File: config.mk
export PLATFORM = sky130hd
export DESIGN_NAME = uart_tx_arbiter
export DESIGN_NICKNAME = d
export VERILOG_FILES = /design/src/rtl/uart_pkg.sv /design/src/rtl/uart_tx_arbiter_rr_select.sv /design/src/rtl/uart_tx_arbiter.sv
export SDC_FILE = /design/constraint.sdc
export NUM_CORES = 1
export LEC_CHECK = 0
export CAP_MARGIN = 25
export CELL_PAD_IN_SITES_DETAIL_PLACEMENT = 0
export CELL_PAD_IN_SITES_GLOBAL_PLACEMENT = 1
export CORE_MARGIN = 2
export CORE_UTILIZATION = 31
export CTS_CLUSTER_DIAMETER = 30
export DETAILED_ROUTE_END_ITERATION = 10
export PLACE_DENSITY = 0.83
export SETUP_SLACK_MARGIN = 0.2
export SYNTH_ARGS = -nofsm -noshare
export SYNTH_HDL_FRONTEND = slang
export SYNTH_SLANG_ARGS = --single-unit
File: constraint.sdc
create_clock -name clk -period 2 [get_ports clk]
set_clock_uncertainty 0.05 [all_clocks]
set_input_delay 0.4 -clock clk [delete_from_list [all_inputs] [get_ports clk]]
set_output_delay 0.4 -clock clk [all_outputs]
set_load 0.005 [all_outputs]
File: src/rtl/uart_pkg.sv
// ----------------------------------------------------------------------------
// uart_pkg
// Shared types and helpers for the UART transmit-side arbiter.
//   DEFAULT_DATA_W : default byte width (matches uart_tx data_in)
//   MAX_REQ        : largest requester count the helpers support
//   arb_state_t    : arbiter FSM states
//   rr_pick()      : round-robin pick over a requester valid vector
// ----------------------------------------------------------------------------
package uart_pkg;

    localparam int DEFAULT_DATA_W = 8;
    localparam int MAX_REQ        = 8;
    localparam int MAX_IDW        = 3;

    typedef enum logic [1:0] {
        IDLE,
        ISSUE,
        WAIT_DONE
    } arb_state_t;

    // First set bit of valid, searching ptr, ptr+1, ... modulo num_req.
    // Returns ptr when nothing is valid; callers gate with |valid.
    function automatic logic [MAX_IDW-1:0] rr_pick(
        input logic [MAX_REQ-1:0] valid,
        input logic [MAX_IDW-1:0] ptr,
        input int                 num_req
    );
        logic [MAX_IDW:0] idx;
        logic             found;
        rr_pick = ptr;
        found   = 1'b0;
        for (int k = 0; k < MAX_REQ; k++) begin
            // ptr < num_req and k < num_req, so one conditional subtract
            // is enough to wrap.
            idx = {1'b0, ptr} + (MAX_IDW + 1)'(k);
            if (idx >= (MAX_IDW + 1)'(num_req)) begin
                idx = idx - (MAX_IDW + 1)'(num_req);
            end
            if (!found && (k < num_req) && valid[idx[MAX_IDW-1:0]]) begin
                rr_pick = idx[MAX_IDW-1:0];
                found   = 1'b1;
            end
        end
    endfunction

endpackage

File: src/rtl/uart_tx_arbiter_rr_select.sv
// ----------------------------------------------------------------------------
// rr_select
// Combinational round-robin selector: priority encoder over valid, rotated
// so that the search starts at ptr.
//   valid     in  NUM_REQ  request vector
//   ptr       in  IDW      highest-priority index this cycle
//   idx       out IDW      selected index (meaningful when any_valid)
//   any_valid out 1        at least one request present
// ----------------------------------------------------------------------------
module rr_select
    import uart_pkg::*;
#(
    parameter int NUM_REQ = 4,
    parameter int IDW     = (NUM_REQ > 1) ? $clog2(NUM_REQ) : 1
) (
    input  logic [NUM_REQ-1:0] valid,
    input  logic [IDW-1:0]     ptr,
    output logic [IDW-1:0]     idx,
    output logic               any_valid
);

    always_comb begin
        idx       = IDW'(rr_pick(MAX_REQ'(valid), MAX_IDW'(ptr), NUM_REQ));
        any_valid = |valid;
    end

endmodule

File: src/rtl/uart_tx_arbiter.sv
// ----------------------------------------------------------------------------
// uart_tx_arbiter
// Shares one uart_tx between NUM_REQ byte producers with round-robin grants.
// A granted byte is latched, presented to uart_tx with start held until busy
// is seen, and no further grant is made until uart_tx reports done.
//   clk, reset          clock, synchronous active-high reset
//   req_valid/req_data  per-requester byte handshake (data packed by index)
//   req_ready           one-cycle one-hot accept pulse
//   tx_start/tx_data    to uart_tx
//   tx_busy/tx_done     from uart_tx
//   grant_id            requester owning the transmitter
//   active              FSM not in IDLE
//   err_timeout         one-cycle pulse when a byte is dropped (no busy seen)
// ----------------------------------------------------------------------------
module uart_tx_arbiter
    import uart_pkg::*;
#(
    parameter int NUM_REQ       = 4,
    parameter int DATA_W        = DEFAULT_DATA_W,
    parameter int START_TIMEOUT = 64,
    parameter int IDW           = (NUM_REQ > 1) ? $clog2(NUM_REQ) : 1
) (
    input  logic                      clk,
    input  logic                      reset,
    input  logic [NUM_REQ-1:0]        req_valid,
    input  logic [NUM_REQ*DATA_W-1:0] req_data,
    output logic [NUM_REQ-1:0]        req_ready,
    output logic                      tx_start,
    output logic [DATA_W-1:0]         tx_data,
    input  logic                      tx_busy,
    input  logic                      tx_done,
    output logic [IDW-1:0]            grant_id,
    output logic                      active,
    output logic                      err_timeout
);

    localparam int CNT_W = (START_TIMEOUT > 1) ? $clog2(START_TIMEOUT) : 1;

    arb_state_t          state_q, state_d;
    logic [IDW-1:0]      ptr_q, ptr_d;
    logic [CNT_W-1:0]    cnt_q, cnt_d;
    logic                tx_start_q, tx_start_d;
    logic [DATA_W-1:0]   tx_data_q, tx_data_d;
    logic [NUM_REQ-1:0]  req_ready_q, req_ready_d;
    logic [IDW-1:0]      grant_id_q, grant_id_d;
    logic                active_q, active_d;
    logic                err_timeout_q, err_timeout_d;

    logic [IDW-1:0]      sel_idx;
    logic                sel_any;
    logic [IDW-1:0]      next_ptr;

    rr_select #(
        .NUM_REQ (NUM_REQ),
        .IDW     (IDW)
    ) u_rr_select (
        .valid     (req_valid),
        .ptr       (ptr_q),
        .idx       (sel_idx),
        .any_valid (sel_any)
    );

    // Priority moves to the requester after the one just served.
    assign next_ptr = (grant_id_q == IDW'(NUM_REQ - 1)) ? '0 : grant_id_q + IDW'(1);

    always_comb begin
        // NOTE: every variable gets a default before the case so no path
        // leaves one unassigned, which would infer a latch.
        state_d       = state_q;
        ptr_d         = ptr_q;
        cnt_d         = cnt_q;
        tx_start_d    = tx_start_q;
        tx_data_d     = tx_data_q;
        grant_id_d    = grant_id_q;
        req_ready_d   = '0;
        err_timeout_d = 1'b0;

        unique case (state_q)
            IDLE: begin
                if (sel_any) begin
                    for (int i = 0; i < NUM_REQ; i++) begin
                        if (sel_idx == IDW'(i)) begin
                            tx_data_d = req_data[i*DATA_W +: DATA_W];
                        end
                    end
                    grant_id_d  = sel_idx;
                    req_ready_d = NUM_REQ'(1) << sel_idx;
                    tx_start_d  = 1'b1;
                    cnt_d       = '0;
                    state_d     = ISSUE;
                end
            end
            ISSUE: begin
                cnt_d = cnt_q + CNT_W'(1);
                // busy has priority over a coinciding timeout
                if (tx_busy) begin
                    tx_start_d = 1'b0;
                    state_d    = WAIT_DONE;
                end else if (cnt_q == CNT_W'(START_TIMEOUT - 1)) begin
                    tx_start_d    = 1'b0;
                    err_timeout_d = 1'b1;
                    ptr_d         = next_ptr;
                    state_d       = IDLE;
                end
            end
            WAIT_DONE: begin
                tx_start_d = 1'b0;
                if (tx_done) begin
                    ptr_d   = next_ptr;
                    state_d = IDLE;
                end
            end
            default: state_d = IDLE;
        endcase

        active_d = (state_d != IDLE);
    end

    always_ff @(posedge clk) begin
        // NOTE: every register, data included, is reset so that outputs are
        // fully defined right after reset; a mid-frame reset drops the byte.
        if (reset) begin
            state_q       <= IDLE;
            ptr_q         <= '0;
            cnt_q         <= '0;
            tx_start_q    <= 1'b0;
            tx_data_q     <= '0;
            req_ready_q   <= '0;
            grant_id_q    <= '0;
            active_q      <= 1'b0;
            err_timeout_q <= 1'b0;
        end else begin
            // NOTE: non-blocking assignments so all flops update together
            // from the values computed in the combinational block.
            state_q       <= state_d;
            ptr_q         <= ptr_d;
            cnt_q         <= cnt_d;
            tx_start_q    <= tx_start_d;
            tx_data_q     <= tx_data_d;
            req_ready_q   <= req_ready_d;
            grant_id_q    <= grant_id_d;
            active_q      <= active_d;
            err_timeout_q <= err_timeout_d;
        end
    end

    assign req_ready   = req_ready_q;
    assign tx_start    = tx_start_q;
    assign tx_data     = tx_data_q;
    assign grant_id    = grant_id_q;
    assign active      = active_q;
    assign err_timeout = err_timeout_q;

endmodule

## Yosys cells after proc, flatten, opt, wreduce, memory -nomap -nowiden

Cells that the tools add are included.

| storage, ports and cells | value |
|---|---|
| word-level logic and storage cells | 103 |
| bits of input ports | 40 |
| flip-flop bits (word level) | 27 |
| output and inout bits | 17 |

| cells by class | value |
|---|---|
| reductions and logical operators | 21 |
| shift operators | 1 |
| bitwise logic cells | 3 |
| add/subtract/negate cells | 9 |
| magnitude comparators | 8 |
| multiplexer cells | 40 |
| equality and inequality tests | 12 |

Operators with widths:

| kind | number |
|---|---|
| 2-to-1 mux 8 bit | 4 |
| 2-to-1 mux 2 bit | 12 |
| less-than comparator 3 x 4 -> 1 bit, second input constant | 4 |
| binary-select mux 1 bit (select 3 bit) | 4 |
| greater-or-equal comparator 4 x 3 -> 1 bit, second input constant | 3 |
| 2-to-1 mux 3 bit | 4 |
| one-hot mux 6 bit (2 select lines) | 1 |
| 2-to-1 mux 1 bit | 11 |
| subtractor 3 bit, second input constant | 3 |
| equality test 2 bit, second input constant | 4 |
| != test 2 bit, second input constant | 4 |
| adder 2 x 2 -> 3 bit, second input constant | 2 |
| adder 6 x 1 -> 6 bit, second input constant | 1 |
| equality test 6 bit, second input constant | 1 |
| 2-to-1 mux 6 bit | 1 |
| one-hot mux 2 bit (3 select lines) | 1 |
| AND reduction 3 bit | 2 |
| nonzero test 2 bit | 3 |
| OR reduction 3 bit | 2 |
| equality test 2 x 1 -> 1 bit, second input constant | 2 |
| zero test 2 bit | 2 |
| one-hot mux 2 bit (2 select lines) | 1 |
| AND reduction 2 bit | 2 |
| AND reduction 4 bit | 1 |
| other kinds (13) | 19 |

## Depth between registers and ports, before layout

| logic depth | value |
|---|---|
| word-level depth | 19 |
| depth in mapped cells | 8 |
| gate-level depth less buffers | 7 |

## By module

A second synthesis with hierarchy kept.

| second synthesis, totals | value |
|---|---|
| cells, all modules | 165 |
| area total of the unflattened synthesis | 1422.6 um^2 |

By module, submodules not included:

| module | area each (um^2) | cells an instance | sequential area each (um^2) | instances |
|---|---|---|---|---|
| uart_tx_arbiter | 1333.8 | 148 | 540.5 | 1 |
| rr_select | 88.8 | 17 | 0.0 | 1 |

## Worst setup path after synthesis

No wires, ideal clock.

| timing | value |
|---|---|
| path type | register to register |
| start point | reg state_q[0] |
| end point | reg cnt_q[5] |
| required time | 1.826 ns |
| cell stages (with the launch flop) | 8 |
| arrival | 1.511 ns |
| slack | 0.315 ns |
| clock period less this slack | 1.685 ns |
| cell sequence | dfxtp_1 -> inv_1 -> ha_1 -> nor2_1 -> a2111oi_2 -> nand3_1 -> xnor2_1 -> nor2_1 |

| on the way | value |
|---|---|
| cells in the longest elaborated chain, start to end | 3 |
| elaborated cells on any way between the ends | 6 |

RTL lines:

| element | RTL line | text |
|---|---|---|
| start: declaration | uart_tx_arbiter.sv:39 | `arb_state_t state_q, state_d;` |
| start signal: assignment | uart_tx_arbiter.sv:135 | `state_q <= state_d;` |
| equality test 2 x 1 -> 1 bit / zero test 2 bit (equally long branches) | uart_tx_arbiter.sv:78 | `unique case (state_q)` |
| nonzero test 2 bit (no line) / != test 2 bit (equally long branches) | - |  |
| AND reduction 2 bit (no line) | - |  |
| end signal: assignment | uart_tx_arbiter.sv:137 | `cnt_q <= cnt_d;` |
| end: declaration | uart_tx_arbiter.sv:41 | `logic [CNT_W-1:0] cnt_q, cnt_d;` |

Several ways; a longest one is shown, not always the timed one.
A chain may end at the register's enable or synchronous reset.

## Worst setup path after layout

| timing | value |
|---|---|
| start point | in req_valid[1] |
| end point | reg tx_data_q[2], in the netlist tx_data[2] |

| on the way | value |
|---|---|
| cells in the longest elaborated chain, start to end | 16 |
| elaborated cells on any way between the ends | 31 |

RTL lines:

| element | RTL line | text |
|---|---|---|
| start: declaration | uart_tx_arbiter.sv:25 | `input logic [NUM_REQ-1:0] req_valid,` |
| binary-select mux 1 bit (select 3 bit) | uart_pkg.sv:39 | `if (!found && (k < num_req) && valid[idx[MAX_IDW-1:0]]) begin` |
| 2-to-1 mux 1 bit (implied by the code) | uart_pkg.sv:39 |  |
| 2-to-1 mux 1 bit | uart_pkg.sv:39 |  |
| zero test 1 bit | uart_pkg.sv:39 |  |
| logical AND 1 bit | uart_pkg.sv:39 |  |
| 2-to-1 mux 1 bit | uart_pkg.sv:39 |  |
| zero test 1 bit | uart_pkg.sv:39 |  |
| logical AND 1 bit | uart_pkg.sv:39 |  |
| 2-to-1 mux 1 bit | uart_pkg.sv:39 |  |
| zero test 1 bit | uart_pkg.sv:39 |  |
| logical AND 1 bit | uart_pkg.sv:39 |  |
| 2-to-1 mux 2 bit | uart_pkg.sv:39 |  |
| equality test 2 x 1 -> 1 bit | uart_tx_arbiter.sv:82 | `if (sel_idx == IDW'(i)) begin` |
| 2-to-1 mux 8 bit (3 in series) | uart_tx_arbiter.sv:82 |  |
| end signal: assignment | uart_tx_arbiter.sv:139 | `tx_data_q <= tx_data_d;` |
| end: declaration | uart_tx_arbiter.sv:43 | `logic [DATA_W-1:0] tx_data_q, tx_data_d;` |

Several ways; a longest one is shown, not always the timed one. The select of a mux whose other input is x is not followed.

==> impl_results.md <==
* Net switching share of the total power at 32.9%
* Number of core rows at 24
* Clock buffers created by TritonCTS at 3
* Storage cell area at 542 µm²
* Endpoint of the most critical setup path: tx_data[2]
* Final weighted congestion in routability-driven placement at 0.762
* Number of iterations in the first detailed-routing pass at 4
* HPWL after DPL at 2830 µm
* Sequential Power Share at 34.0%
* Launch point of the critical path: req_valid[1]
* Min Clock Period, post-route at 1.71 ns
* Worst Hold Slack at 0.428 ns
* Pleak at 0.882 nW
* Global-route wire length before repair at 6200 µm
* Clock tree from TritonCTS: built
* Maxcap violations at 0
* TritonCTS sink count at 27
* Category of the worst setup path launch point: input pin
* Max Slew Vio Count at 0
* Pin count of the biggest net entering global routing at 21
* Clock transition at the register clock pins on the worst setup and hold paths after CTS at 0.10 ns
* Ports at 57
* Combined global-route utilization of all metal layers at 15.2%
* Switching Power at 707 µW
* Yosys reg bits at 27
* Vias in the first global route at 1369
* Placed insts at 274
* Core Footprint at 0.00438 mm²
* Number of warnings issued by yosys at 0
* Proportion of register bits with asynchronous set or reset after synthesis at 0%
* Number of hold-repair buffers added at the cts stage at 0
* Endpoint type of the worst setup path: flip-flop
* Maximum vdd ir drop at 0.000458 V
* Share of cell area taken by muxes after synthesis at 12.0%
* Slew at the pin with the worst max-slew slack at 0.313 ns
* Slowest CP cell: dlygate4sd2_1
* Ratio of total power to cell area at 924 mW/mm²
* Area enclosed by the die boundary at 0.00514 mm²
* Area growth syn-to-layout at 63.6%
* Kind of path behind the tightest hold check: reg -> reg
* Grt ovf at 0
* Vias/cell at 4.87
* Final routed wire length divided by cell count at 13.9 µm
* Clock latency on the worst-skew pair at 0.28 ns
* Post-synthesis sequential area ratio at 38.0%
* Count of final setup violators at 0
* Status: complete, no violations
* Highest clock rate at 0.584 GHz
* # nets final at 277
* Final hold violation count at 0
* Crit path setup slack, layout at 0.288 ns
* Post-DRT Antenna Nets at 0
* Setup slack after placement at -0.276 ns
* Peak per-stage delay on the critical path at 0.34 ns
* Register-to-register setup slack at 0.31 ns
* Xor and xnor fraction of the mapped netlist area at 2.46%
* Number of cells on the worst reg-to-reg path at 7
* Clock root buffer: clkbuf_8
* Total cell area at the placement stage at 0.00214 mm²
* Initial Utilization at 32.4%
* Remaining max-slew budget at the tightest pin at 79.1%
* Die outline height at 71.7 µm
* Adder-cell share of the synthesized area at 5.28%
* EDFF count, synth at 0
* Startpoint of the worst-slack reg-to-reg timing path: state_q[1]
* Number of DRC markers after the initial detailed-route iteration at 37
* Critical register-to-register path endpoint: cnt_q[5]
* Required time at the endpoint of the critical path at 2.11 ns
* Area taken by multi-input logic gates at 895 µm²
* Initial antenna violation count at 0
* Internal Dissipation at 1.44 mW
* Area share of and/or/nand/nor cells after synthesis at 20.0%
* Net Count, Synth at 201
* Total number of vias at 1372
* Share of layout cells above drive strength 1 at 19.6%
* Diode count at 0
* Data arrival time of the worst path at 1.82 ns
* Setup repair after global routing missed its margin: true
* Number of H-tree branching levels at 1
* Post-Route WL at 3920 µm
* Clock power frac at 15.2%
* Layout Cell Area excl Fill at 0.00233 mm²
* Max FO, Critical Path at 5
* Power consumption at 2.15 mW
* Crit path kind: in -> reg
* Count of input and output buffers at 56
* Maximum count of clock buffers along a single path at 2
* Combinational family with the most area after synthesis: simple AND/OR/NAND/NOR gates
* Fill cell total of the finished layout at 415
* DRC violations left at 0
* Post-synthesis average cell area at 9.17 µm²
* Crit-path cells: dlygate4sd2_1 > nor2_1 > a21oi_1 > o221a_4 > clkbuf_16 > mux2i_2 > o221ai_1
* Number of cells produced by synthesis at 155
* Final std cells w/o fill at 282
* Post-route clock period utilization at 85.6%
* Die Width at 71.7 µm
* Total standard cell area after synthesis at 0.00142 mm²
* Primary FF master, synth: dfxtp_1
* Fraction of the mapped netlist area in compound gates at 18.0%
* Number of unique standard cell types used by synthesis at 38
* Comb power frac at 50.8%
[through the flow]
step	utilization, %	TNS (ns)
4_1_cts	50.1	0
2_1_floorplan	-	0
6_report	53.1	0
3_5_place_dp	48.9	-3.69
5_1_grt	53.1	0
3_3_place_gp	48.9	-3.28
[area by class of cell]
class | count | share of cell area (%)
inverter | 7 | 1.13
clock buffer | 3 | 1.78
clock inverter | 1 | 0.323
tap | 52 | 2.80
timing repair buffer | 76 | 32.2
multi-input combinational | 116 | 38.5
sequential | 27 | 23.3
[worst min path at each step]
| stage | start | end | slack, ns | depth (start not counted) |
|---|---|---|---|---|
| final | tx_data[3] | tx_data[3] | 0.43 | 2 |
| after global routing | tx_data[4] | tx_data[4] | 0.47 | 2 |
| after CTS | tx_data[3] | tx_data[3] | 0.43 | 2 |
| after detailed placement | tx_data[6] | tx_data[6] | 0.40 | 2 |
| after global placement | tx_data[4] | tx_data[4] | 0.40 | 2 |
| after floorplan | tx_data[0] | tx_data[0] | 0.41 | 2 |
[Yosys cell counts, types with 2 or more instances]
cell type | instances | share of area [%]
o21bai_1 | 2 | 1.1
ha_1 | 6 | 5.3
o21ai_0 | 3 | 1.1
inv_1 | 7 | 1.8
nand3_1 | 2 | 0.70
nor2_1 | 17 | 4.5
nand2b_1 | 4 | 1.8
a2111oi_2 | 2 | 2.1
o221ai_1 | 8 | 4.9
buf_4 | 2 | 1.1
xnor2_1 | 4 | 2.5
mux2i_1 | 17 | 12
nand2_1 | 19 | 5.0
a21oi_1 | 8 | 2.8
dfxtp_1 | 27 | 38
nor2b_1 | 5 | 2.2
[cells by family after synthesis]
| kind of cell | after synthesis |
|---|---|
| AO/OA/AOI/OAI | 32 |
| XOR/XNOR | 4 |
| adder cells (fa/ha/maj) | 6 |
| buffers and inverters | 12 |
| flip-flops | 27 |
| multiplexers | 17 |
| AND/OR/NAND/NOR | 57 |
[cells in the final DEF, fill, tap and decap left out, drive strengths merged, types with 2 or more instances in the layout]
cell / instances
nand2: 20
a2111oi: 2
dlygate4sd2: 2
dfxtp: 27
or2: 2
clkbuf: 7
ha: 6
o21bai: 2
a211oi: 2
buf: 18
clkdlybuf4s50: 52
a21oi: 8
mux2i: 17
nand3: 2
nor2: 17
nand2b: 5
o21ai: 3
nor2b: 5
xnor2: 4
o221ai: 8
inv: 7
[critical path, delay by kind of cell]
kind | cells | cell delay [ns]
AOI/OAI and AO/OA | 3 | 0.62
buffers and inverters | 2 | 0.51
muxes | 1 | 0.20
and+or+nand+nor | 1 | 0.08
[state kept, by name, summed over array words and instances (netlist names)]
signal       flops
tx_start         1
active           1
cnt_q            6
req_ready        4
tx_data          8
ptr_q            2
grant_id         2
state_q          2
err_timeout      1
[per-layer routing]
metal | routed length [µm] | GRT usage, % | vias up
li1 | - | - | 704
met4 | 60 | 6.29 | 0
met2 | 1880 | 24.1 | 32
met5 | 0 | 0 | -
met3 | 129 | 2.81 | 4
met1 | 1850 | 20.3 | 632
[power groups by stage]
stage | clock [mW] | combinational (mW) | sequential (mW)
global placement | 0 | 0.942 | 0.742
detailed placement | 0 | 0.949 | 0.737
finish | 0.326 | 1.09 | 0.731
global route | 0.349 | 1.19 | 0.749
CTS | 0.330 | 0.962 | 0.730
floorplan | 0 | 0.475 | 0.735
[timing repair]
| item | CTS | global route |
|---|---|---|
| gates cloned | 0 | 3 |
| setup endpoints to repair | 19 | 14 |
| setup buffers | 0 | 1 |
| gates resized for setup | 6 | 18 |
| pin swaps | 1 | 2 |
Power figures use the tool's default switching activity.
